File: src/rtl/fetch_ctrl.sv
`default_nettype none
// +----------------------------------------------------------------------+
// | fetch_ctrl : fetch-stage controller, one imem transaction per PC      |
// | Rev 1.0                                                               |
// +----------------------------------------------------------------------+
module fetch_ctrl #(
  parameter logic [31:0] RESET_PC  = 32'h80000000,
  parameter logic [31:0] NOP_INSTR = 32'h00000013
) (
  input  logic        clk_i,
  input  logic        rst_n_i,
  input  logic [31:0] F_pc_i,
  input  logic        F_stall_i,
  input  logic        flush_i,
  output logic        imem_req_o,
  output logic [31:0] imem_addr_o,
  input  logic        imem_gnt_i,
  input  logic        imem_rvalid_i,
  input  logic [31:0] imem_rdata_i,
  output logic [31:0] f_default_pc_o,
  output logic        f_busy_o,
  output logic        f_valid_o,
  output logic [31:0] f_instr_o,
  output logic [31:0] f_pc_o
);

  typedef enum logic [2:0] {
    S_IDLE  = 3'd0,
    S_REQ   = 3'd1,
    S_WAIT  = 3'd2,
    S_VALID = 3'd3,
    S_DRAIN = 3'd4
  } state_t;

  state_t      r_state;
  state_t      w_state_nxt;
  logic [31:0] r_pc_q;
  logic        r_valid;
  logic [31:0] r_instr;
  logic [31:0] r_pc;
  logic        w_capture;
  logic        w_release;

  always_ff @(posedge clk_i or negedge rst_n_i) begin
    if (!rst_n_i) begin
      r_state <= S_IDLE;
    end else begin
      r_state <= w_state_nxt;
    end
  end

  always_comb begin
    w_state_nxt = r_state;
    case (r_state)
      S_IDLE:  w_state_nxt = S_REQ;
      S_REQ: begin
        if (imem_gnt_i) w_state_nxt = flush_i ? S_DRAIN : S_WAIT;
      end
      S_WAIT: begin
        if (imem_rvalid_i)  w_state_nxt = flush_i ? S_REQ : S_VALID;
        else if (flush_i)   w_state_nxt = S_DRAIN;
      end
      S_DRAIN: begin
        if (imem_rvalid_i) w_state_nxt = S_REQ;
      end
      S_VALID: begin
        if (flush_i || !F_stall_i) w_state_nxt = S_REQ;
      end
      default: w_state_nxt = S_IDLE;
    endcase
  end

  assign w_capture = (r_state == S_WAIT)  && imem_rvalid_i && !flush_i;
  assign w_release = (r_state == S_VALID) && (flush_i || !F_stall_i);

  // f_instr_o returns to NOP whenever the valid flag drops.
  always_ff @(posedge clk_i or negedge rst_n_i) begin
    if (!rst_n_i) begin
      r_pc_q  <= RESET_PC;
      r_valid <= 1'b0;
      r_instr <= NOP_INSTR;
      r_pc    <= RESET_PC;
    end else begin
      if ((r_state == S_REQ) && imem_gnt_i && !flush_i) begin
        r_pc_q <= F_pc_i;
      end
      if (w_capture) begin
        r_valid <= 1'b1;
        r_instr <= imem_rdata_i;
        r_pc    <= r_pc_q;
      end else if (w_release) begin
        r_valid <= 1'b0;
        r_instr <= NOP_INSTR;
      end
    end
  end

  assign imem_req_o     = (r_state == S_REQ);
  assign imem_addr_o    = F_pc_i;
  assign f_default_pc_o = F_pc_i + 32'd4;
  // Flush masks busy so the redirect PC is loaded on the flush edge.
  assign f_busy_o       = (r_state != S_VALID) && !flush_i;
  assign f_valid_o      = r_valid;
  assign f_instr_o      = r_instr;
  assign f_pc_o         = r_pc;

endmodule
`default_nettype wire

File: config.mk
export PLATFORM = sky130hd
export DESIGN_NAME = fetch_ctrl
export DESIGN_NICKNAME = d
export VERILOG_FILES = /design/src/rtl/fetch_ctrl.sv
export SDC_FILE = /design/constraint.sdc
export NUM_CORES = 1
export LEC_CHECK = 0
export ABC_AREA = 1
export ABC_CLOCK_PERIOD_IN_PS = 1450
export BUFFER_PORTS_ARGS = -buffer_cell sky130_fd_sc_hd__buf_4
export CAP_MARGIN = 20
export CORE_ASPECT_RATIO = 1.4
export CORE_MARGIN = 5
export CORE_UTILIZATION = 45
export CTS_BUF_LIST = sky130_fd_sc_hd__clkbuf_16
export DETAILED_ROUTE_END_ITERATION = 7
export GPL_ROUTABILITY_DRIVEN = 0
export GPL_TIMING_DRIVEN = 1
export PLACE_DENSITY = 0.83
export SLEW_MARGIN = 25
export SYNTH_ARGS = -nofsm -noshare
export SYNTH_HDL_FRONTEND = slang
export SYNTH_SLANG_ARGS = --single-unit
File: constraint.sdc
create_clock -name clk_i -period 1.45 [get_ports clk_i]
set_input_delay 0.145 -clock clk_i [delete_from_list [all_inputs] [get_ports clk_i]]
set_output_delay 0.145 -clock clk_i [all_outputs]
set_load 0.01 [all_outputs]
==> reports/metrics.csv, run 1 <==
metric,value,unit
status,"finished, final reports clean",
ys_warn_count,0,
synth.lib_cells_used.distinct,25,
io_buf_count,200,
synthesis.nets,746,
dp_slack,-0.133,ns
post_synth_inst_count,675,
final.period_utilization,98.3,%
crit_path_end_kind,primary output,
r2r_slack,0.08,ns
finalWorstSetupSlack,0.0251,ns
gr-total-overflow,0,
yosys.cell_count.top_type,nand2_1,
fp.coreArea,0.0113,sq mm
max_buffers_root_to_sink,2,
grt_pass1_wl,23200,um
via_count_of_the_first_global_routing_pass,4789,
slew_violations,0,
asyncSetResetFlopFracSynth,100,%
hp-start,imem_rdata_i[2],
placed_cells,978,
finClkSkew,0.00497,ns
route.final.wire_length,15000,um
groute.usage.overall,21.2,%
netlist_area,0.00516,sq mm
row_count,46,
antenna_left,0,
tritoncts.num_buffers,9,
layout.nets,924,
synth-edff-count,0,
ys_top_cells_by_area,"dfrtp_1 (46%), nand2_1 (16%), nand3_1 (10%)",
hold-worst-slack,0.0423,ns
p_total,11.1,mW
synth_common_cells,"nand2_1 (225), nand3_1 (108), dfrtp_1 (95)",
route.detailed.wl_per_inst,15.0,um
layout.cell_area.non_filler,0.00707,sq mm
worst_hold_path_type,in -> reg,
rsz_0062_raised_after_global_routing,true,
timing.slew.headroom,77.9,%
count_of_placed_standard_cells_in_the_final_layout_fillers_left_out,1002,
worstPathRequired,1.31,ns
synth.largest_area_cell,dfrtp_1,
pwr_density,1570,mW/mm^2
area_growth_syn_to_layout,37.0,%
timing.fmax,702,MHz
io-pin-count,201,
post-synth-top-area-fraction,46.0,%
drt_drc,0,
route.detailed.vias_per_inst,4.97,
sequential_element_share_of_the_synthesized_area,48.6,%
clk_pin_slew,0.06,ns
tightestPinTransition,0.331,ns
max-vdd-ir-drop,0.560,mV
clock_sink_count,100,
timing.setup.critical_path_class,in -> out,
post-route-min-period,1.42,ns
fillers,1019,
antennaDiodeCount,0,
detailroute.via_count,4984,
initialDrtViolationCount,215,
cts_htree_levels,3,
drv_cap,0,
die_w,101,um
placement.cell_area,0.00668,sq mm
die_area,0.0137,sq mm
worst-endpoint-arrival,1.28,ns
setup_violations,0,
utilization,62.7,%
slowest_stage_delay_cp,0.20,ns
tritoncts,built,
drive_gt1_share,30.9,%
start_util,45.8,%
antenna_violations_before_repair,0,
ctsRootBufferMaster,clkbuf_16,
critPathLaunch,F_pc_i[2],
place.detailed.hpwl,11300,um
worst_setup_path_start_kind,input port,
totalNegativeSetupSlack,0,ns
clock_insertion_delay_worst_skew,0.33,ns
ys.flop_type,dfrtp_1,
p_leak,3.95,nW
grt_max_degree,61,
ys_seq_elements,100,
drt-pass1-iter-count,5,
syn_area_per_cell,7.65,sq um
die_h,137,um
hold_violations,0,
cp_cell_sequence,"buf_4, ha_2, inv_1, nor2_2, nand2_2, buf_4, inv_1, nand2_1, nand2_1, nand2_1, buf_4",
crit_slowest_cell,ha_2,
cp_max_fanout,4,
rr_startpoint,r_state[2]$_DFFE_PN0P_,
## repair_timing
action                                  4_1_cts  5_1_grt
hold buffers                                  1        0
cloned                                        0        2
endpoints found under the hold margin        95        0
endpoints found under the setup margin       16       75
pin swaps                                     1        5
buffers inserted                              0        5
resized for setup                             7       11
## flip-flops by register name, indices dropped and copies added (netlist names)
register / flops
f_pc_o: 32
r_pc_q: 32
r_state: 3
f_instr_o: 32
f_valid_o: 1
## critical path: cells and delay by family
kind                       cells  cell delay (ns)
adders and majority gates      1             0.20
buffers and inverters          5             0.52
and+or+nand+nor                5             0.41
## cell type report
cell class / count / area [sq um] / share of cell area, %
Clock buffer: 9 / 225 / 3.18
Clock inverter: 7 / 31.3 / 0.442
Inverter: 50 / 188 / 2.65
Multi-Input combinational cell: 462 / 2090 / 29.6
Sequential cell: 100 / 2510 / 35.5
Tap cell: 144 / 180 / 2.55
Timing Repair Buffer: 230 / 1850 / 26.1
## power by group
group          switching [mW]  internal (mW)  leakage [nW]
sequential              0.670           3.98          1.30
combinational            2.31           2.03          2.51
clock                   0.954           1.13         0.142
total                    3.94           7.14          3.95
## cell usage in the layout (no fill, tap or decap), drive strengths merged, types with 5 or more instances in the layout
cell type and n:
buf 227, dfrtp 95, dfstp 5, clkbuf 11, nand2 227, o21ai 37
inv 55, nor2 68, nand3 110, xor2 15
## worst paths after layout
kind                                             to  depth (start not counted)
min in group asynchronous     r_pc_q[5]$_DFFE_PN0P_                          2
max in group asynchronous    r_pc_q[31]$_DFFE_PN1P_                          3
max                              f_default_pc_o[26]                         11
min                        f_instr_o[2]$_DFFE_PN0P_                          3
max reg2reg                f_instr_o[5]$_DFFE_PN0P_                          7
min reg2reg                  f_pc_o[27]$_DFFE_PN0P_                          2
## kinds of logic after synthesis
logic type / Yosys count / share of synthesized area (%)
simple gates: 407 / 33.1
buf+inv: 113 / 11.7
flops: 100 / 48.6
compound gates: 39 / 3.80
xor+xnor: 15 / 2.54
fa+ha+maj: 1 / 0.242
## routing by layer
layer | track usage, % | vias up | wire length (um)
met5 | 0 | - | 0
met1 | 26.4 | 2309 | 5840
met3 | 3.42 | 20 | 954
met4 | 9.44 | 0 | 438
met2 | 36.0 | 196 | 7800
li1 | - | 2459 | -
(Power assumes the default switching activity.)
==> run 2, diff against run 1 <==
ABC_AREA = default   (was 1)
PLACE_DENSITY = 0.85   (was 0.83)
==> run 2 against run 1 <==
  * The run now ends with setup timing left
  * Synthesized cell count down 36%
  * Die area down 10%
  * Critical path type unchanged
  * Critical path depth down 3
  * Design area up 2.9%
  * Sequential power up 6.2%
  * Clock-buffer cell count unchanged
  * Core utilization up 10 points
  * Worst hold slack worse by 0.011 ns
==> reports/metrics.csv, run 2 <==
metric,value,unit,change
finalWorstSetupSlack,-0.387,ns,-0.412 ns
post-route-min-period,1.84,ns,+0.412 ns
route.final.wire_length,16200,um,+7.7%
start_util,46.0,%,+0.26 points
timing.setup.critical_path_class,in -> out,,
gr-total-overflow,0,,unchanged
critPathCapture,f_default_pc_o[22],,
synth_common_cells,"nand2_1 (117), dfrtp_1 (95), buf_4 (34)",,
drt-pass1-iter-count,5,,unchanged
ys_top_cells_by_area,"dfrtp_1 (52%), nand2_1 (9.6%), mux2_2 (7.9%)",,
drv_cap,0,,unchanged
whs_path_depth,2,,-1
place.detailed.hpwl,10600,um,-6.5%
critPathLaunch,F_pc_i[15],,
syn_area_per_cell,10.7,sq um,+39%
layout.nets,725,,-22%
layout.cell_area.non_filler,0.00728,sq mm,+2.9%
cts_htree_levels,3,,unchanged
die_h,129,um,-5.4%
hold_violations,0,,unchanged
netlist_area,0.00458,sq mm,-11%
timing.fmax,544,MHz,-22%
drive_gt1_share,53.7,%,+23 points
asyncSetResetFlopFracSynth,100,%,unchanged
tritoncts.num_buffers,9,,unchanged
io-pin-count,201,,unchanged
yosys.cell_count.top_type,nand2_1,,
worst_setup_path_start_kind,input port,,
row_count,43,,-6.5%
ys_warn_count,0,,unchanged
via_count_of_the_first_global_routing_pass,4315,,-9.9%
post_synth_inst_count,430,,-36%
fp.coreArea,0.00995,sq mm,-12%
route.detailed.wl_per_inst,20.4,um,+36%
die_w,95.3,um,-5.2%
ctsRootBufferMaster,clkbuf_16,,
slew_violations,0,,unchanged
ys_seq_elements,100,,unchanged
die_area,0.0123,sq mm,-10%
p_total,12.3,mW,+11%
synth.lib_cells_used.distinct,35,,+40%
antennaDiodeCount,0,,unchanged
clock_sink_count,100,,unchanged
hold-worst-slack,0.0311,ns,-0.0111 ns
r2r_slack,-0.12,ns,-0.20 ns
totalNegativeSetupSlack,-7.80,ns,-7.80 ns
detailroute.via_count,4208,,-16%
worst-endpoint-arrival,1.69,ns,+0.41 ns
status,finished with violations,,
p_leak,3.79,nW,-4.1%
finClkSkew,0.00510,ns,+0.000128 ns
clk_pin_slew,0.07,ns,about the same
post-synth-top-area-fraction,51.9,%,+5.8 points
failed_checks,setup timing,,
placement.cell_area,0.00645,sq mm,-3.4%
pwr_density,1690,mW/mm^2,+7.8%
rr_startpoint,r_state[1]$_DFFE_PN0P_,,
crit_path_end_kind,primary output,,
timing.slew.headroom,75.7,%,-2.2 points
drt_drc,0,,unchanged
area_growth_syn_to_layout,58.8,%,
layout_commonest_cell,buf_4,,
ys.flop_type,dfrtp_1,,
antenna_violations_before_repair,0,,unchanged
grt_pass1_wl,23200,um,+0.27%
synth-edff-count,0,,unchanged
sequential_element_share_of_the_synthesized_area,54.8,%,+6.2 points
groute.usage.overall,24.9,%,+3.8 points
worstPathRequired,1.31,ns,about the same
tritoncts,built,,
most-common-layout-cells,"buf_4 (229), nand2_1 (117), dfrtp_1 (95)",,
io_buf_count,200,,unchanged
tightestPinTransition,0.363,ns,+0.0316 ns
clock_insertion_delay_worst_skew,0.34,ns,about the same
synth.largest_area_cell,dfrtp_1,,
grt_max_degree,62,,+1.6%
max_buffers_root_to_sink,2,,unchanged
route.detailed.vias_per_inst,5.30,,+6.5%
initialDrtViolationCount,158,,-27%
antenna_left,0,,unchanged
max-vdd-ir-drop,0.906,mV,+62%
ff2ff_path_depth,5,,-2
synthesis.nets,501,,-33%
rsz_0062_raised_after_global_routing,true,,
setup_violations,73,,+73
cp_max_fanout,4,,unchanged
critical_path.reg2reg.endpoint,r_pc_q[24]$_DFFE_PN0P_,,
worst_hold_path_type,in -> reg,,
final.period_utilization,127,%,+28 points
## run 2: changes by cell type after synthesis, sizes merged, moves of 7 or more
cell and change:
buf -15, clkbuf +7, o21ai -34, nor2 -57, a22o +29, mux2 +32, inv -47, nand3 -99
nand4 +7, nand2 -110, xnor2 +12
## run 2: cell type report
cell class	instances	area, sq um
Multi-Input combinational cell	276	2130
Clock inverter	7	48.8
Inverter	3	11.3
Tap cell	135	169
Sequential cell	100	2510
Clock buffer	9	225
Fill cell	657	2680
Timing Repair Buffer	264	2180
## run 2: per-stage QoR
stage	worst slack, ns	utilization [%]	instances
3_3_place_gp	-0.343	64.8	756
3_5_place_dp	-0.404	64.8	756
2_1_floorplan	-0.0912	-	430
4_1_cts	-0.371	71.8	789
5_1_grt	-0.459	73.1	794
6_report	-0.387	73.1	794
## run 2: layer usage
layer | up-vias | track usage [%] | routed length (um)
met5 | - | 0 | 0
li1 | 1870 | - | -
met1 | 2083 | 28.1 | 5640
met2 | 215 | 44.5 | 8610
met3 | 40 | 6.50 | 1420
met4 | 0 | 9.52 | 505
## run 2: timing repair
action	CTS	global route
endpoints found under the setup margin	95	105
resized for setup	73	23
hold buffers	1	0
gates cloned	5	1
buffers inserted	11	5
hold endpoints to repair	95	0
pin swaps	19	18
## run 2: critical path, stage by stage
cell	delay (ns)
buf_6	0.07
nand4_1	0.16
buf_4	0.18
or4_4	0.52
buf_6	0.15
nor3_4	0.18
xor2_2	0.14
buf_4	0.15
## run 2: kinds of logic (layout without fill, tap and decap cells)
group                    after synthesis  in the layout  synth area share, %
buffers and inverters                 58            283                 7.78
flip-flops                           100            100                 54.8
multiplexers                          32             32                 7.86
adder cells (fa/ha/maj)                1              1                0.273
AO/OA/AOI/OAI                         39             39                 6.96
AND/OR/NAND/NOR                      172            176                 17.0
XOR/XNOR                              28             28                 5.35
## run 2: report_power, final
part | switching (mW) | internal [mW] | total [mW]
combinational | 2.26 | 2.88 | 5.13
sequential | 0.804 | 4.14 | 4.94
clock | 1.04 | 1.17 | 2.21
## run 2: worst min path at each step
stage	start	slack (ns)	to
global route	imem_rdata_i[19]	0.02	f_instr_o[19]$_DFFE_PN0P_
CTS	imem_rdata_i[5]	0.02	f_instr_o[5]$_DFFE_PN0P_
floorplan	rst_n_i	-0.15	f_instr_o[10]$_DFFE_PN0P_
finish	imem_rdata_i[13]	0.03	f_instr_o[13]$_DFFE_PN0P_
global placement	rst_n_i	-0.02	f_pc_o[30]$_DFFE_PN0P_
detailed placement	rst_n_i	-0.01	f_pc_o[29]$_DFFE_PN0P_
==> run 3, diff against run 2 <==
ABC_CLOCK_PERIOD_IN_PS = 2000   (was 1450)
clock period = 2 ns   (was 1.45 ns; I/O delays follow)
==> run 3 against run 2 <==
  * Worst setup slack gained 0.44 ns
  * Sequential power shrank 28%
  * Die area is the same
  * Critical path depth shrank 1
  * Worst hold slack gained 0.049 ns
  * Routed wire length shrank 17%
  * The run now ends clean
  * Clock skew grew 0.0032 ns
  * Power shrank 32%
  * Sequential share of layout area grew 4.1 points
  * Clock power shrank 19%
==> reports/metrics.csv, run 3 (synthesized netlist as in run 2, its figures left out) <==
metric,value,unit,change
worstPathRequired,1.80,ns,+0.49 ns
hp-start,imem_rdata_i[10],,
die_w,95.3,um,unchanged
finClkSkew,0.00828,ns,+0.00318 ns
critPathCapture,f_default_pc_o[29],,
timing.setup.critical_path_class,in -> out,,
die_h,129,um,unchanged
drive_gt1_share,46.2,%,-7.5 points
groute.usage.overall,21.3,%,-3.7 points
post-route-min-period,1.94,ns,
place.detailed.hpwl,9960,um,-5.9%
route.detailed.vias_per_inst,5.14,,-2.9%
via_count_of_the_first_global_routing_pass,3997,,-7.4%
fillers,806,,+23%
clock_sink_count,100,,unchanged
worst_hold_path_type,in -> reg,,
cp_cell_sequence,"buf_4, nand4_1, or4_4, buf_6, nor4_4, xor2_1, buf_4",,
totalNegativeSetupSlack,0,ns,+7.80 ns
ctsRootBufferMaster,clkbuf_16,,
area_growth_syn_to_layout,42.0,%,
p_total,8.31,mW,-32%
worst-endpoint-arrival,1.74,ns,+0.05 ns
most-common-layout-cells,"buf_4 (214), nand2_1 (117), dfrtp_1 (95)",,
hold-worst-slack,0.0805,ns,+0.0494 ns
io-pin-count,201,,unchanged
worst_path_most_repeated_cell,buf_4,,
slowest_stage_delay_cp,0.60,ns,+0.08 ns
critPathLaunch,F_pc_i[13],,
initialDrtViolationCount,142,,-10%
status,"finished, final reports clean",,
antenna_left,0,,unchanged
grt_max_degree,42,,-32%
crit_path_end_kind,primary output,,
pwr_density,1280,mW/mm^2,-24%
cts_htree_levels,3,,unchanged
layout.nets,683,,-5.8%
layout_commonest_cell,buf_4,,
antennaDiodeCount,0,,unchanged
timing.slew.headroom,70.9,%,-4.9 points
hold_violations,0,,unchanged
row_count,43,,unchanged
rr_startpoint,r_state[2]$_DFFE_PN0P_,,
max-vdd-ir-drop,0.641,mV,-29%
antenna_violations_before_repair,0,,unchanged
finalWorstSetupSlack,0.0561,ns,+0.443 ns
cp_max_fanout,8,,+4
dp_slack,-0.0297,ns,+0.374 ns
tritoncts,built,,
io_buf_count,200,,unchanged
clock_insertion_delay_worst_skew,0.34,ns,about the same
tritoncts.num_buffers,9,,unchanged
worst_setup_path_start_kind,input port,,
drv_cap,0,,unchanged
final.period_utilization,97.2,%,
die_area,0.0123,sq mm,unchanged
drt-pass1-iter-count,5,,unchanged
p_leak,3.34,nW,-12%
r2r_slack,0.29,ns,+0.41 ns
max_buffers_root_to_sink,2,,unchanged
fp.coreArea,0.00995,sq mm,unchanged
route.final.wire_length,13400,um,-17%
ff2ff_path_depth,5,,unchanged
clk_pin_slew,0.07,ns,about the same
slew_violations,0,,unchanged
start_util,46.0,%,unchanged
grt_pass1_wl,20200,um,-13%
gr-total-overflow,0,,unchanged
route.detailed.wl_per_inst,17.8,um,-12%
timing.fmax,514,MHz,
detailroute.via_count,3869,,-8.1%
drt_drc,0,,unchanged
tightestPinTransition,0.437,ns,+0.0742 ns
crit_slowest_cell,or4_4,,
setup_violations,0,,-100%
critical_path.reg2reg.endpoint,f_instr_o[17]$_DFFE_PN0P_,,
run 3: worst min-delay path by stage:
stage / slack (ns) / endpoint / cells past startpoint
after floorplan: -0.1 / f_instr_o[10]$_DFFE_PN0P_ / 0
after global placement: 0.05 / f_instr_o[21]$_DFFE_PN0P_ / 1
after detailed placement: 0.06 / f_instr_o[27]$_DFFE_PN0P_ / 1
after CTS: 0.07 / f_instr_o[10]$_DFFE_PN0P_ / 2
after global routing: 0.07 / f_instr_o[10]$_DFFE_PN0P_ / 2
final: 0.08 / f_instr_o[10]$_DFFE_PN0P_ / 2
run 3: critical path: cells and delay by family:
| kind | cells | cell delay [ns] |
|---|---|---|
| buffers and inverters | 3 | 0.44 |
| and+or+nand+nor | 3 | 0.91 |
| xor gates and xnor gates | 1 | 0.18 |
run 3: per-layer routing:
layer  global-route usage, %  share of wire (%)  up-vias
met1                    25.0                 37     1919
met4                    7.82                2.1        0
met2                    37.5                 54      148
li1                        -                  -     1774
met5                       0                  0        -
met3                    4.82                6.2       28
run 3: layout make-up:
cell class	instances	area [sq um]	area share, %
Clock inverter	7	83.8	1.29
Clock buffer	9	225	3.46
Tap cell	135	169	2.60
Timing Repair Buffer	226	1780	27.3
Inverter	3	11.3	0.173
Sequential cell	100	2510	38.6
Multi-Input combinational cell	272	1730	26.6
run 3: power by group:
part           total [mW]  switching (mW)  internal (mW)  leakage [nW]
sequential           3.57           0.566           3.00          1.28
clock                1.79           0.714           1.08         0.155
combinational        2.95            1.33           1.62          1.91
run 3: what timing repair did:
action | CTS | global route
resized for setup | 0 | 7
endpoints found under the hold margin | 67 | 0
pin swaps | 1 | 0
buffers inserted | 0 | 1
setup endpoints to repair | 2 | 4
hold buffers | 1 | 0
run 3: per-stage QoR:
stage | utilization (%) | cell area (sq um) | std cells
final | 65.4 | 6510 | 752
after floorplan | - | 4580 | 430
after global routing | 65.4 | 6510 | 752
after global placement | 61.7 | 6140 | 733
after detailed placement | 61.7 | 6140 | 733
after CTS | 64.9 | 6460 | 750
